==> src/rtl/fetch_sequencer.sv <==
// fetch_sequencer: PC sequencer feeding a 2-entry fetch queue with redirect/flush and halt.
module fetch_sequencer #(
    parameter int WORD_LEN  = 32,
    parameter int MEM_DEPTH = 32,
    parameter int RESET_PC  = 0,
    localparam int AW = $clog2(MEM_DEPTH)
) (
    input  logic                clk,
    input  logic                reset,
    output logic [AW-1:0]       imem_addr,
    input  logic [WORD_LEN-1:0] imem_data,
    input  logic                redirect_valid,
    input  logic [AW-1:0]       redirect_pc,
    input  logic                halt,
    output logic                out_valid,
    input  logic                out_ready,
    output logic [WORD_LEN-1:0] out_instr,
    output logic [AW-1:0]       out_pc,
    output logic                halted
);
    typedef enum logic {RUN, HALTED} state_t;
    state_t state_q, state_d;
    logic [AW-1:0] pc_q, pc_d, pc0_q, pc0_d, pc1_q, pc1_d;
    logic [WORD_LEN-1:0] in0_q, in0_d, in1_q, in1_d;
    logic [1:0] cnt_q, cnt_d;
    logic pop, push, slot1;
    assign pop = cnt_q != 2'd0 && out_ready;
    assign push = state_q == RUN && !halt && !redirect_valid && (cnt_q != 2'd2 || pop);
    assign slot1 = cnt_q == 2'd2 || (cnt_q == 2'd1 && !pop);
    assign out_valid = cnt_q != 2'd0;
    assign out_pc = out_valid ? pc0_q : '0;
    assign out_instr = out_valid ? in0_q : '0;
    assign halted = state_q == HALTED;
    assign imem_addr = pc_q;
    always_comb begin
        state_d = halt ? HALTED : RUN;
        pc_d = pc_q;
        cnt_d = cnt_q;
        pc0_d = pc0_q;
        in0_d = in0_q;
        pc1_d = pc1_q;
        in1_d = in1_q;
        if (redirect_valid) begin
            cnt_d = 2'd0;
            pc_d = redirect_pc;
        end else begin
            if (pop) begin
                pc0_d = pc1_q;
                in0_d = in1_q;
            end
            if (push) begin
                pc_d = pc_q + AW'(1);
                if (slot1) begin
                    pc1_d = pc_q;
                    in1_d = imem_data;
                end else begin
                    pc0_d = pc_q;
                    in0_d = imem_data;
                end
            end
            cnt_d = cnt_q + 2'(push) - 2'(pop);
        end
    end
    always_ff @(posedge clk) begin
        if (reset) begin
            state_q <= RUN;
            pc_q <= AW'(RESET_PC);
            cnt_q <= 2'd0;
            pc0_q <= '0;
            in0_q <= '0;
            pc1_q <= '0;
            in1_q <= '0;
        end else begin
            state_q <= state_d;
            pc_q <= pc_d;
            cnt_q <= cnt_d;
            pc0_q <= pc0_d;
            in0_q <= in0_d;
            pc1_q <= pc1_d;
            in1_q <= in1_d;
        end
    end
endmodule

==> config.mk <==
export PLATFORM = sky130hd
export DESIGN_NAME = fetch_sequencer
export DESIGN_NICKNAME = d
export VERILOG_FILES = /design/src/rtl/fetch_sequencer.sv
export SDC_FILE = /design/constraint.sdc
export NUM_CORES = 1
export LEC_CHECK = 0
export CAP_MARGIN = 20
export CORE_ASPECT_RATIO = 1.25
export CORE_MARGIN = 2
export CORE_UTILIZATION = 40
export DETAILED_ROUTE_END_ITERATION = 10
export GPL_TIMING_DRIVEN = 0
export PLACE_DENSITY_LB_ADDON = 0.12
export SKIP_CTS_REPAIR_TIMING = 1
export SYNTH_ARGS = -nofsm -noshare
export SYNTH_HDL_FRONTEND = slang
export SYNTH_SLANG_ARGS = --single-unit
export TNS_END_PERCENT = 20
==> constraint.sdc <==
create_clock -name clk -period 3.7 [get_ports clk]
set_input_delay 0.555 -clock clk [delete_from_list [all_inputs] [get_ports clk]]
set_output_delay 0.555 -clock clk [all_outputs]
set_load 0.01 [all_outputs]
Yosys cells after proc, flatten, opt, wreduce, memory -nomap -nowiden. Index checks and enable logic that the tools add are counted.

$add $sub $neg: 3. Bitwise operators: 2. Muxes and demuxes: 11. Equality and inequality tests: 3. Reductions and logical operators: 14.

Operators with widths (number): $mux 32 (4); $mux 5 (6); $add 5x1->5 const B (1); $logic_and 1x1->1 (5); $reduce_bool 2->1 (2); $logic_not 1->1 (3); $reduce_and 3->1 (1); $add 2x1->2 (1); $eq 2x1->1 const B (1); $eq 2x2->1 const B (1); $logic_or 1x1->1 (2); $ne 2x2->1 const B (1); $not 1->1 (2); $reduce_or 2->1 (1); $sub 2x1->2 (1); $mux 1 (1).

Output and inout bits: 44. Register bits: 82. Input bits: 42. Logic and storage cells: 40.

Longest topological paths before layout.
Depth in word-level cells: 7. Depth in mapped cells: 11. Mapped depth without buffers: 9.

Least setup slack after synthesis. OpenSTA, ideal clock, no wires.

Path kind: input-to-reg. Start point: in redirect_valid. End point: reg cnt_q[1]. Stages: 11. Buffers on the path: 2. Library setup time: 0.131 ns. Arrival time: 2.455 ns. Data required time: 3.569 ns. Slack: 1.114 ns. Cell sequence: buf_6 -> or3_1 -> buf_2 -> a21oi_1 -> inv_1 -> ha_1 -> inv_1 -> ha_1 -> xor2_1 -> xnor2_1 -> nor3_1.

Word-level cells in the longest chain between the ends: 5. Elaborated cells on any way between the ends: 6. Classes of those cells: add/sub (2); reduce/logical (4).

RTL lines: from (decl) (line 12) `input logic redirect_valid,`; $logic_not 1->1 (line 28) `assign push = state_q == RUN && !halt && !redirect_valid && (cnt_q != 2'd2 || pop);`; $logic_and 1x1->1 (2 in series) (line 28); $add 2x1->2 (line 61) `cnt_d = cnt_q + 2'(push) - 2'(pop);`; $sub 2x1->2 (line 61); to (signal assigned) (line 76) `cnt_q <= cnt_d;`; to (decl) (line 25) `logic [1:0] cnt_q, cnt_d;`.

Several ways; a longest one is shown, not always the timed one. A chain may end at the register's enable or synchronous reset.

Worst setup path in the final report.
Start point: in out_ready. End point: reg cnt_q[1].

Word-level cells in the longest chain between the ends: 5.

RTL lines: from (decl) (line 16) `input logic out_ready,`; $logic_and 1x1->1 * (line 27) `assign pop = cnt_q != 2'd0 && out_ready;`; $logic_or 1x1->1 (line 28); $logic_and 1x1->1 (line 28); $add 2x1->2 (line 61); $sub 2x1->2 * (line 61).

Mark *: on every way between the ends. The rest lies on a longest branch, timed or not.

==> flow_metrics.tcl <==
set metrics [dict create \
    core_um2 9660 \
    numCtsBuffers 9 \
    ys.flop_type "dfxtp_1" \
    die_area_um2 10800 \
    syn_inst 527 \
    crit_type "in2reg" \
    routed_wl_um 12500 \
    drv_cap 0 \
    ir_worst_vdd_uv 238 \
    dieHeight_um 116 \
    skew_ns 0.00761 \
    power.switching_uw 506 \
    ctsLongestPathBuffers 2 \
    antenna_left 0 \
    finish.utilization 0.550 \
    hp-class "reg2reg" \
    post-route-drc-count 0 \
    status "completed" \
    finalSetupTns_ns 0 \
    track_usage 0.234 \
    portBuffers 84 \
    grt_pass1_wl_um 19800 \
    endpoint_kind "flop" \
    yosys_warnings 0 \
    drtIter0Drc 321 \
    start_util 0.413 \
    path_cells "clkdlybuf4s50_1 -> o21ai_1 -> clkinv_1 -> clkbuf_1 -> ha_1 -> inv_1 -> ha_1 -> xor2_1 -> xnor2_1 -> nor3_1" \
    holdWs_ns 0.453 \
    cts.htree.levels 3 \
    slowest_delay_ns 0.53 \
    tightest_slew_ns 0.911 \
    overflow 0 \
    fin_crit_sh 0.891 \
    finalPower_uw 2190 \
    synth_edf_count 0 \
    cpMostUsedCell "ha_1" \
    avgSynthCellArea_um2 7.58 \
    clkPwrFrac 0.457 \
    synth_top_area_share 0.411 \
    rrSetupSlack_ns 0.46 \
    final.setup.worst_slack_ns 0.401 \
    ctsRootBufferMaster "clkbuf_16" \
    antenna_found_initial 0 \
    num_vias 4228 \
    cp.required_ns 3.90 \
    finalWeightedCongestion 0.821 \
    path_max_fanout 10 \
    first_pass_iters 5 \
    die_w_um 93.4 \
    cts_tree "yes" \
    p_sw_frac 0.231 \
    finalHoldViolCount 0 \
    avgViaCountPerCell 5.63 \
    synthMostInstantiatedCell "nand2_1" \
    antenna_cells 0 \
    yosysTopAreaCell "dfxtp_1" \
    ys_types 43 \
    p_seq_frac 0.426 \
    syn_area_um2 3990 \
    worstRegToRegCells 10 \
    power_density_nw_per_um2 412 \
    hpwl_um 8760 \
    hp-start "in1_q[18]" \
    comb_power_share 0.117 \
    r2r_start "cnt_q[0]" \
    grt_max_degree 13 \
    drive_gt1_frac 0.0336 \
    io_pins 86 \
    slowest_stage "clkdlybuf4s50_1" \
    netlist_top_cells_area "dfxtp_1 (41%), nand2_1 (14%), a21oi_1 (9.1%), a311o_1 (5.8%), nor2b_1 (5.0%)" \
    setup_viol 0 \
    worstSetupStartpointType "input port" \
    yosysSeqAreaShare 0.411 \
    max_freq_mhz 303 \
    holdPathEnd "in1_q[18]" \
    crit_arrival_ns 3.50 \
    rsz0062_at_grt "false" \
    post-place-ws_ns 0.225 \
    slew_headroom 0.388 \
    synth-seq-cells 82 \
    syn2layout_area_growth_pct 33.1 \
    path_clk_slew_ns 0.06 \
    r2r-end "cnt_q[1]" \
    worstSkewPairLatency_ns 0.34 \
    layout_min_cycle_time_ns 3.30 \
    core.rowCount 40 \
    critPathLaunch "out_ready" \
    grt_pass1_vias 3830 \
    syn_nets 572 \
    synth_common_cells "nand2_1 (149), dfxtp_1 (82), a21oi_1 (73), clkbuf_1 (38), nor2b_1 (32)" \
    p_leak_uw 0.00167 \
    hold_depth 2 \
    layout.nets 667 \
    ys_async_sr_fraction 0 \
    wl_per_cell_um 16.7 \
    clock_sinks 82 \
    slew_viol_final 0 \
    p_int_uw 1680 \
]
[per-stage QoR]
step	instances	cell area, um2
after floorplan	527	3990
after CTS	751	5320
final	751	5320
after detailed placement	737	4990
after global routing	751	5320
after global placement	737	4990
[final cells by class]
type                    instances  area, um2
fillers                       922       4340
multi-input cells             382       2080
flip-flops and latches         82       1640
repair buffers                 84        841
clock buffers                  11        233
plain buffers                  47        209
well taps                     126        158
clock inverters                 3       90.1
inverters                      16       60.1
[worst max-delay path, delay by kind of cell]
family | cells | cell delay [ns]
buffers and inverters | 4 | 1.44
adders and majority gates | 2 | 0.56
AOI/OAI and AO/OA | 1 | 0.51
xor gates and xnor gates | 2 | 0.38
and+or+nand+nor | 1 | 0.06
[placed cells by master (no fill, tap or decap), types with 12 or more instances in the layout]
cell type	synthesis	final
nand2_1	149	149
clkdlybuf4s50_1	0	84
dfxtp_1	82	82
a21oi_1	73	73
clkbuf_1	38	40
nor2b_1	32	32
nor4_1	24	24
a311o_1	23	23
inv_1	15	15
nor2_1	13	13
nor3b_1	12	12
[per-layer routing]
layer	part of all wire	track usage	vias to the layer above
met2	0.47	0.389	166
met4	0.031	0.104	0
met5	0	0	-
li1	-	-	2018
met3	0.056	0.0312	32
met1	0.44	0.302	2012
[worst max-delay path by stage]
stage	endpoint	slack (ns)	depth (start not counted)
2_1_floorplan	cnt_q[1]	1.11	11
3_3_place_gp	cnt_q[1]	0.28	10
3_5_place_dp	cnt_q[1]	0.22	10
4_1_cts	out_instr[29]	0.49	6
5_1_grt	out_instr[20]	0.29	6
6_report	cnt_q[1]	0.40	10
[registers in the layout, summed over array words and instances (netlist names)]
| name | flops |
|---|---|
| cnt_q | 2 |
| halted | 1 |
| imem_addr | 5 |
| in0_q | 32 |
| in1_q | 32 |
| pc0_q | 5 |
| pc1_q | 5 |
[cell families after synthesis]
| group | count (synthesis) | share of synthesized area |
|---|---|---|
| AND/OR/NAND/NOR | 252 | 0.300 |
| AO/OA/AOI/OAI | 124 | 0.206 |
| flip-flops | 82 | 0.411 |
| buffers and inverters | 63 | 0.0674 |
| XOR/XNOR | 3 | 0.00658 |
| adder cells (fa/ha/maj) | 3 | 0.00940 |
[power groups by stage]
stage	registers [uW]	clock network [uW]	logic, uW
5_1_grt	935	1040	277
4_1_cts	932	1000	254
6_report	932	999	256
2_1_floorplan	947	0	137
3_3_place_gp	950	0	249
3_5_place_dp	951	0	253
Power figures use the tool's default switching activity.
